### src/rtl/pc_gen.sv
// Fetch PC generator: next-PC selection (trap, EX redirect, RAS return,
// sequential) plus a small circular return-address stack.
module pc_gen #(
    parameter int unsigned     XLEN         = 32,
    parameter logic [XLEN-1:0] RESET_VECTOR = '0,
    parameter logic [XLEN-1:0] TRAP_VECTOR  = XLEN'(32'h0000_0100),
    parameter int unsigned     RAS_DEPTH    = 4
) (
    input  logic            clk,
    input  logic            rst,
    input  logic            pc_write_enable,
    input  logic            trap_valid,
    input  logic            ex_redirect_valid,
    input  logic [XLEN-1:0] ex_redirect_target,
    input  logic            id_call,
    input  logic [XLEN-1:0] id_link_addr,
    input  logic            id_ret,
    output logic [XLEN-1:0] pc_out,
    output logic            flush_out,
    output logic            misaligned_out,
    output logic            ras_empty
);

    localparam int unsigned PW = (RAS_DEPTH > 1) ? $clog2(RAS_DEPTH) : 1;
    localparam int unsigned CW = PW + 1;

    logic [XLEN-1:0] ras_mem [RAS_DEPTH];
    logic [PW-1:0]   ras_top;
    logic [CW-1:0]   ras_count;

    logic            ras_ok;
    logic            do_push;
    logic            do_pop;
    logic [XLEN-1:0] pc_next;
    logic            flush_next;
    logic            misaligned_next;

    // Next-PC priority mux and RAS push/pop qualification
    always_comb begin
        ras_ok          = pc_write_enable && !trap_valid && !ex_redirect_valid;
        do_pop          = ras_ok && id_ret && (ras_count != '0);
        do_push         = ras_ok && id_call;
        pc_next         = pc_out;
        flush_next      = 1'b0;
        misaligned_next = 1'b0;
        if (trap_valid) begin
            pc_next    = TRAP_VECTOR;
            flush_next = 1'b1;
        end else if (ex_redirect_valid) begin
            flush_next = 1'b1;
            if (ex_redirect_target[1:0] != 2'b00) begin
                pc_next         = TRAP_VECTOR;
                misaligned_next = 1'b1;
            end else begin
                pc_next = ex_redirect_target;
            end
        end else if (do_pop) begin
            pc_next    = ras_mem[ras_top];
            flush_next = 1'b1;
        end else if (pc_write_enable) begin
            pc_next = pc_out + XLEN'(4);
        end
    end

    // PC and status pulse registers
    always_ff @(posedge clk) begin
        if (rst) begin
            pc_out         <= RESET_VECTOR;
            flush_out      <= 1'b0;
            misaligned_out <= 1'b0;
        end else begin
            pc_out         <= pc_next;
            flush_out      <= flush_next;
            misaligned_out <= misaligned_next;
        end
    end

    // RAS pointer and occupancy; a push on a full stack overwrites the oldest
    // entry because the top pointer simply wraps around the array
    always_ff @(posedge clk) begin
        if (rst) begin
            ras_top   <= '0;
            ras_count <= '0;
        end else if (do_push && do_pop) begin
            ras_top   <= ras_top;
            ras_count <= ras_count;
        end else if (do_push) begin
            ras_top <= ras_top + PW'(1);
            if (ras_count != CW'(RAS_DEPTH)) begin
                ras_count <= ras_count + CW'(1);
            end
        end else if (do_pop) begin
            ras_top   <= ras_top - PW'(1);
            ras_count <= ras_count - CW'(1);
        end
    end

    // RAS storage; a simultaneous call/return replaces the top in place
    always_ff @(posedge clk) begin
        if (!rst && do_push) begin
            if (do_pop) begin
                ras_mem[ras_top] <= id_link_addr;
            end else begin
                ras_mem[ras_top + PW'(1)] <= id_link_addr;
            end
        end
    end

    assign ras_empty = (ras_count == '0);

endmodule

### config.mk
export PLATFORM = sky130hd
export DESIGN_NAME = pc_gen
export DESIGN_NICKNAME = d
export VERILOG_FILES = /design/src/rtl/pc_gen.sv
export SDC_FILE = /design/constraint.sdc
export NUM_CORES = 1
export LEC_CHECK = 0
export CORE_AREA = 4 4 128 155
export CTS_CLUSTER_SIZE = 30
export DETAILED_ROUTE_END_ITERATION = 12
export DIE_AREA = 0 0 132 159
export SYNTH_ARGS = -nofsm -noshare
export SYNTH_HDL_FRONTEND = slang
export SYNTH_SLANG_ARGS = --single-unit
### constraint.sdc
create_clock -name clk -period 8.75 [get_ports clk]
set_clock_uncertainty 0.15 [all_clocks]
set_input_delay 0.875 -clock clk [delete_from_list [all_inputs] [get_ports clk]]
set_output_delay 0.875 -clock clk [all_outputs]
set_load 0.005 [all_outputs]
Yosys cells after proc, flatten, opt, wreduce, memory -nomap -nowiden
Memory sizes are Yosys's and may differ from the RTL's. A register that Yosys moved wholly into a read port is not among the register bits.
Index checks and enable logic that the tools add are counted.
W data, S select, Z words.
{ "totals": {"mem_count": 1, "output_inout_bits": 35, "mem_bits_rw": 128, "wordCells": 61, "regBits": 39, "input_bits": 71} }
{ "classes": {"addsub": 5, "mux": 24, "eq_ne": 2, "n_bitwise": 2, "reduce_logical": 21} }
{ "memory_table": {"columns": ["name", "depth", "width", "rd", "rd_clocked_by_memory_dff", "write_ports", "line", "source"], "rows": [
  ["ras_mem", 4, 32, 1, 1, 1, "27", "logic [XLEN-1:0] ras_mem [RAS_DEPTH];"]
]} }
{ "op_table": {"columns": ["op", "n"], "rows": [
  ["$mux W32", 5],
  ["$add A32 B3 Y32 const B", 1],
  ["$reduce_or A32 Y1", 1],
  ["$mux W1", 10],
  ["$mux W2", 5],
  ["$mux W3", 3],
  ["$mux W9", 1],
  ["$logic_and A1 B1 Y1", 7],
  ["$reduce_bool A3 Y1", 2],
  ["$reduce_bool A2 Y1", 2],
  ["$reduce_bool A4 Y1", 1],
  ["$add A3 B1 Y3 const B", 1],
  ["$logic_not A1 Y1", 3],
  ["$logic_not A3 Y1", 1],
  ["$ne A3 B3 Y1 const B", 1],
  ["$reduce_and A3 Y1", 1],
  ["$reduce_or A3 Y1", 1],
  ["$sub A3 B1 Y3 const B", 1],
  ["$add A2 B1 Y2 const B", 1],
  ["$ne A2 B1 Y1 const B", 1],
  ["$not A1 Y1", 2],
  ["$reduce_and A2 Y1", 1],
  ["$reduce_or A2 Y1", 1],
  ["$sub A2 B1 Y2 const B", 1]
]} }

Logic depth before layout (Yosys ltp)
Gate-level depths: netlist (run 1).
{ "logic_depth": {"word_depth": 10, "mapped_depth": 11, "depth_no_buf": 9} }

Least setup slack after synthesis (run 1)
OpenSTA, ideal clock, no wires.
{ "synth_timing": {"kind": "input -> register", "from": "input trap_valid", "to": "memory ras_mem[0][0], enable pin", "setup_time_ps": 461, "setup_slack_ps": 4483, "arrival_ps": 3656, "path_buffers": 2, "t_required_ps": 8139, "path_stages": 4, "path_cell_list": "clkbuf_1 > nand4bb_1 > buf_2 > nor3_1"} }
{ "synth_between": {"elab_chain_cells": 10, "elab_cells_between_ends": 16, "cone_classes": "mux (8); reduce/logical (8)"} }
{ "synth_rtl": {"columns": ["element", "line", "source"], "rows": [
  ["from (decl)", "12", "input logic trap_valid,"],
  ["$logic_not A1 Y1 *", "40", "ras_ok = pc_write_enable && !trap_valid && !ex_redirect_valid;"],
  ["$logic_and A1 B1 Y1 * (2 in a row)", "40", null],
  ["$logic_and A1 B1 Y1 (2 in a row)", "41", "do_pop = ras_ok && id_ret && (ras_count != '0);"],
  ["$mux W1", "101", "if (do_pop) begin"],
  ["$mux W1", "100", "if (!rst && do_push) begin"],
  ["$mux W1 (implied by the code)", "104", "ras_mem[ras_top + PW'(1)] <= id_link_addr;"],
  ["$reduce_or A32 Y1 (no source line)", null, null],
  ["$mux W2 (no source line) / $mux W1 (equally long branches)", null, null],
  ["to (decl)", "27", null]
]} }
Mark *: on every way between the ends. The rest lies on a longest branch, timed or not.

Worst setup path after layout (run 1)
{ "layout_timing": {"from": "input ex_redirect_valid", "to": "memory ras_mem[3][21], enable pin"} }
{ "layout_between": {"elab_chain_cells": 9, "elab_cells_between_ends": 15, "cone_classes": "mux (8); reduce/logical (7)"} }
{ "layout_rtl": {"columns": ["element", "line", "source"], "rows": [
  ["from (decl)", "13", "input logic ex_redirect_valid,"],
  ["$logic_not A1 Y1 *", "40", null],
  ["$logic_and A1 B1 Y1 *", "40", null],
  ["$logic_and A1 B1 Y1 (2 in a row)", "41", null],
  ["$mux W1", "101", null],
  ["$mux W1", "100", null],
  ["$mux W1 (implied by the code)", "104", null],
  ["$reduce_or A32 Y1 (no source line)", null, null],
  ["$mux W2 (no source line) / $mux W1 (equally long branches)", null, null]
]} }
Marks and branches as above.

==> results.ini, run 1 <==
[critical_path]
cp_top_family = simple AND/OR/NAND/NOR gates
crit_buf_inv = 2
crit_fanout = 27
path_class = in2reg
crit_chain = clkdlybuf4s50_1 > nand4bb_1 > or4_1 > nor2_2 > buf_4
start_kind = primary input
cp.arrival_ns = 4.42
critPathRequiredTime_ns = 8.70
worst_path_max_delay_cell = clkdlybuf4s50_1
max_stage_delay_ns = 0.86
critPathCaptureType = register

[floorplan]
start_util = 0.3978
chipHeight_um = 159
die_w_um = 132
core_area_sq_um = 18170
pin_count = 106
rows = 54
die_area_sq_um = 20990

[clock_network]
clockBufferDepth = 2
cts_setup_buffers = 0
clk_pin_slew_ns = 0.06
clk_latency_ns = 0.42
cts_sinks = 169
cts_inserted_buffers = 17
h-tree-depth = 4
cts_resized = 0
holdBufCountCts = 0
cts_tree = built
root_buffer = clkbuf_16

[synth]
async_reset_ff_frac = 0
ys_seq_area_frac = 0.6452
syn_area_sq_um = 7229
netlist_instances = 494
synth_cell_types = 53
synth_ff_type = edfxtp_1
synth_edf_count = 128
ys_warn_count = 0
syn_avg_cell_area_sq_um = 14.63
syn_nets = 569
ys_ff_latch = 169

[routing]
drt_iter0_drc = 462
first_pass_iters = 5
vias = 4725
wl_per_cell_um = 22.71
routed_wl_mm = 18.94
drt-vias-per-instance = 5.665
drt.antenna.violating_nets = 0
route.detailed.drc = 0

[layout]
layout-drive-gt1-share = 0.1393
layout_commonest_cell = edfxtp_1
antennaDiodeCount = 0
areaGrowthSynthToFinish_pct = 26.15
fin_nets = 672
fin_cells = 834
layout_common_cells = edfxtp_1 (128), clkdlybuf4s50_1 (105), dfxtp_1 (40)
final_util = 0.5018

[sta]
setup_viol = 0
min_period_ns = 4.464
slew_violations = 0
fin_tns_setup_ns = 0
tightest_slew_ns = 1.204
max-slew-margin-rel = 0.1930
fin_crit_sh = 0.5102
rsz0062_at_grt = false
timing.fmax_mhz = 224.0
hold_violations = 0

[placed_design]
dpl.hpwl_mm = 13.08
io_buffer_count = 105
gp_congestion = 0.8229
dp.cells = 802

[power]
clock_power_share = 0.434
swShare = 0.2103
power_density_nw_per_um2 = 191.8
net-switching-power_w = 0.0003679
power_frac_seq = 0.502
ir_drop_mv = 0.1289
power.leakage_nw = 2.800
p_int_w = 0.001382
power.share.combinational = 0.064

[grt]
antenna_found_initial = 0
grt_max_degree = 30
grt_pass1_vias = 5019
gr-usage-all-layers = 0.1826
grt_pass1_wl_mm = 29.19
gr-total-overflow = 0

[min_path]
hold_class = reg2reg

[status]
status = completed

[run]
maxCapViolCount = 0

-- final cells by class --
| cell class | count | area [sq um] |
|---|---|---|
| inverter | 10 | 37.54 |
| clock inverter | 9 | 113.9 |
| sequential | 169 | 4666 |
| timing repair buffer | 113 | 1111 |
| multi-input combinational | 286 | 2424 |
| tap | 224 | 280.3 |
| fill | 1515 | 9055 |
| clock buffer | 23 | 488.0 |
-- stage by stage --
| step | power, W | setup slack [ns] | hold slack, ns | instance area (sq um) |
|---|---|---|---|---|
| 2_1_floorplan | 0.0009424 | 4.483 | 0.3302 | 7229 |
| 5_1_grt | 0.001807 | 4.015 | 0.4074 | 9120 |
| 6_report | 0.001749 | 4.286 | 0.3771 | 9120 |
| 3_3_place_gp | 0.001006 | 3.914 | 0.3826 | 8518 |
| 3_5_place_dp | 0.001008 | 3.862 | 0.3771 | 8518 |
| 4_1_cts | 0.001761 | 4.317 | 0.3851 | 9120 |
-- routing by layer --
| layer | global-route usage | routed length, um | part of all wire |
|---|---|---|---|
| met4 | 0.05349 | 246 | 0.013 |
| met1 | 0.2321 | 7962 | 0.42 |
| met2 | 0.3081 | 9615 | 0.51 |
| met5 | 0 | 0 | 0 |
| met3 | 0.04836 | 1116 | 0.059 |
-- sequential cells by signal, summed over array words and instances (netlist names), named ones only --
| signal | flops |
|---|---|
| ras_mem | 128 |
| pc_out | 30 |
| ras_count | 3 |
| ras_top | 2 |
| flush_out | 1 |
| misaligned_out | 1 |
-- final timing paths --
kind / startpoint / slack [ns] / cells after the start / to
hold / removal: register / 0.38 / 2 / register
setup / recovery: ex_redirect_valid / 4.29 / 5 / ras_mem[3][21]
setup reg to reg: ras_count[0] / 5.42 / 5 / ras_mem[3][21]
hold reg to reg: register / 0.38 / 2 / register
-- synthesized netlist by cell type, types with 2 or more instances --
cell type / count / area (sq um)
xnor2_1: 25 / 219.0
nand4_1: 8 / 50.05
nand2b_1: 3 / 18.77
nor3_1: 11 / 55.05
a221oi_1: 10 / 87.58
o311a_1: 2 / 20.02
clkbuf_1: 18 / 67.56
nor4_1: 5 / 31.28
or2_2: 2 / 12.51
o32ai_1: 5 / 43.79
mux4_2: 32 / 720.7
inv_1: 9 / 33.78
nand2_1: 15 / 56.30
o211ai_1: 3 / 22.52
a21oi_1: 13 / 65.06
o22a_1: 2 / 17.52
and3_1: 3 / 18.77
edfxtp_1: 128 / 3844
mux2i_1: 5 / 50.05
and4_1: 4 / 35.03
nor3b_1: 7 / 52.55
nand3_1: 14 / 70.07
xor2_1: 6 / 52.55
nor2b_1: 8 / 50.05
or4_1: 2 / 15.01
ha_1: 3 / 37.54
o21ai_0: 10 / 50.05
dfxtp_1: 41 / 820.8
a22oi_1: 12 / 90.09
nor2_1: 36 / 135.1
buf_2: 9 / 45.04
o22ai_1: 17 / 106.4
a31oi_1: 5 / 31.28
nand3b_1: 2 / 15.01
-- tightest hold or removal path, cell delays in order (launching register included) --
cell and delay, ns:
dfxtp_1 0.33, nand3b_1 0.09, a21oi_1 0.06
-- power by group through the flow --
stage / clock network, W / logic, W / registers (W)
2_1_floorplan: 0 / 0.0000506 / 0.000892
3_3_place_gp: 0 / 0.000112 / 0.000895
3_5_place_dp: 0 / 0.000113 / 0.000895
4_1_cts: 0.000770 / 0.000114 / 0.000878
5_1_grt: 0.000808 / 0.000121 / 0.000878
6_report: 0.000759 / 0.000113 / 0.000878
-- cell families after synthesis --
| family | after synthesis | synth area share |
|---|---|---|
| simple gates | 128 | 0.09657 |
| compound gates | 86 | 0.08377 |
| xor+xnor | 31 | 0.03756 |
| buf+inv | 39 | 0.02232 |
| fa+ha+maj | 4 | 0.007962 |
| flops | 169 | 0.6452 |
| mux | 37 | 0.1066 |
No activity file was read; power rests on OpenSTA's default activity.
==> run 2, diff against run 1 <==
clock period = 3.82 ns   (was 8.75 ns; I/O delays follow)
==> run 2 against run 1 <==
Net effect:
- final cell count grew 0.72%
- count of clock-buffer cells in the layout fell by 5
- first-iteration DRC count decreased by 33%
- cell area up 0.37%
- register-to-register slack worse by 4.2 ns
- critical endpoint is now ras_mem[2][18]
- non-clock buffer count is 6 higher
- routed wire length decreased by 0.33%
- sequential share of layout area is 0.19 points lower
- worst setup slack worse by 3.1 ns
==> results.ini, run 2 (synthesis gave the netlist of run 1 again) <==
[layout]
fin_nets = 678  ; +0.89%
antennaDiodeCount = 0  ; unchanged
layout_common_cells = edfxtp_1 (128), clkdlybuf4s50_1 (105), dfxtp_1 (40)
design_area_sq_um = 9154  ; +0.37%
seqCellArea_sq_um = 4666  ; unchanged
final_util = 0.5036  ; +0.001859
largest_reg_flops = 128  ; unchanged
top_register = ras_mem
fillers = 1516  ; +0.066%
multiInputGateArea_sq_um = 2436  ; +0.52%
areaGrowthSynthToFinish_pct = 26.62
layout_commonest_cell = edfxtp_1
fin_cells = 840  ; +0.72%
reg_top3 = ras_mem (128), pc_out (30), ras_count (3)
layout-drive-gt1-share = 0.1477  ; +0.008383

[grt]
gr-total-overflow = 0  ; unchanged
gr-usage-all-layers = 0.1804  ; -0.002272
grt_max_degree = 29  ; -3.3%
grt_pass1_vias = 4921  ; -2.0%
antenna_found_initial = 1  ; +1
grt_pass1_wl_mm = 29.06  ; -0.43%

[placed_design]
dpl.hpwl_mm = 13.16  ; +0.63%
gp_congestion = 0.8761  ; +6.5%
io_buffer_count = 105  ; unchanged
dp.cells = 808  ; +0.75%
place_area_sq_um = 8601  ; +0.97%
pre_cts_ws_ns = 0.8541  ; -3.007 ns

[sta]
setup_ws_ns = 1.175  ; -3.111 ns
timing.fmax_mhz = 378.0
max-slew-margin-rel = 0.4939  ; +0.3009
fin_tns_setup_ns = 0  ; unchanged
rsz0062_at_grt = false
hold_violations = 0  ; unchanged
setup_viol = 0  ; unchanged
min_period_ns = 2.645
fin_crit_sh = 0.6925
slew_violations = 0  ; unchanged
tightest_slew_ns = 0.7591  ; -0.4448 ns

[routing]
drt.antenna.violating_nets = 0  ; unchanged
vias = 4811  ; +1.8%
routed_wl_mm = 18.88  ; -0.33%
route.detailed.drc = 0  ; unchanged
drt-vias-per-instance = 5.727  ; +1.1%
first_pass_iters = 5  ; unchanged
wl_per_cell_um = 22.47  ; -1.0%
drt_iter0_drc = 309  ; -33%

[status]
status = completed

[clock_network]
clk_pin_slew_ns = 0.06  ; about the same
h-tree-depth = 4  ; unchanged
cts_sinks = 169  ; unchanged
cts_setup_buffers = 0  ; unchanged
cts_tree = built
cts_resized = 0  ; unchanged
clockBufferDepth = 2  ; unchanged
cts_inserted_buffers = 17  ; unchanged
clk_latency_ns = 0.42  ; about the same
root_buffer = clkbuf_16
holdBufCountCts = 0  ; unchanged

[critical_path]
crit_fanout = 24  ; -11%
max_stage_delay_ns = 0.56  ; -0.30 ns
critPathCaptureType = register
r2r_start = ras_count[0]
worst_path_max_delay_cell = o31ai_2
cp.arrival_ns = 2.61  ; -1.81 ns
crit_chain = o31ai_2 > and2_1 > mux2i_1 > nor3_4 > buf_12
path_class = reg2reg
crit_start = ras_count[0]
critPathRequiredTime_ns = 3.79  ; -4.91 ns
start_kind = register

[floorplan]
die_area_sq_um = 20990  ; unchanged
die_w_um = 132  ; unchanged
rows = 54  ; unchanged
core_area_sq_um = 18170  ; unchanged
pin_count = 106  ; unchanged
start_util = 0.3978  ; unchanged
chipHeight_um = 159  ; unchanged

[min_path]
hold_class = reg2reg

[power]
power_density_nw_per_um2 = 423.9  ; +120%
ir_drop_mv = 0.2907  ; +130%
power.leakage_nw = 2.829  ; +1.0%

[run]
maxCapViolCount = 0  ; unchanged

==> run 2: power by group <==
part,switching [W],internal (W),leakage (nW)
Combinational,0.000116,0.000141,1.08
Clock,0.000709,0.000899,0.264
Sequential,0.0000262,0.00199,1.48
==> run 2: layout make-up <==
cell class | instances | share of cell area
sequential | 169 | 0.5097
multi-input combinational | 286 | 0.2661
timing repair buffer | 119 | 0.1290
clock buffer | 18 | 0.04688
tap | 224 | 0.03062
clock inverter | 14 | 0.01353
inverter | 10 | 0.004101
==> run 2: path summary, 6_finish.rpt <==
kind	end	slack [ns]	depth (start not counted)
min	register	0.38	2
max reg2reg	ras_mem[2][18]	1.17	5
max	ras_mem[2][18]	1.17	5
min reg2reg	register	0.38	2
==> run 2: critical path: cells and delay by family, from the launching register on <==
family	cells	cell delay, ns
multiplexers	1	0.13
flip-flops	1	0.38
buffers and inverters	1	0.29
AND/OR/NAND/NOR	2	0.82
AO/OA/AOI/OAI	1	0.56
==> run 2: per-stage QoR <==
stage,total power (W),hold slack [ns]
finish,0.003880,0.3806
global route,0.004011,0.3964
CTS,0.003917,0.3833
detailed placement,0.002313,0.3707
global placement,0.002308,0.3839
floorplan,0.002159,0.3302
==> run 2: metal layers <==
layer / share of wire / global-route usage / vias up
li1: - / - / 2186
met1: 0.42 / 0.2338 / 2433
met2: 0.51 / 0.3011 / 165
met3: 0.051 / 0.03793 / 25
met4: 0.017 / 0.06351 / 2
met5: 0.00069 / 0 / -
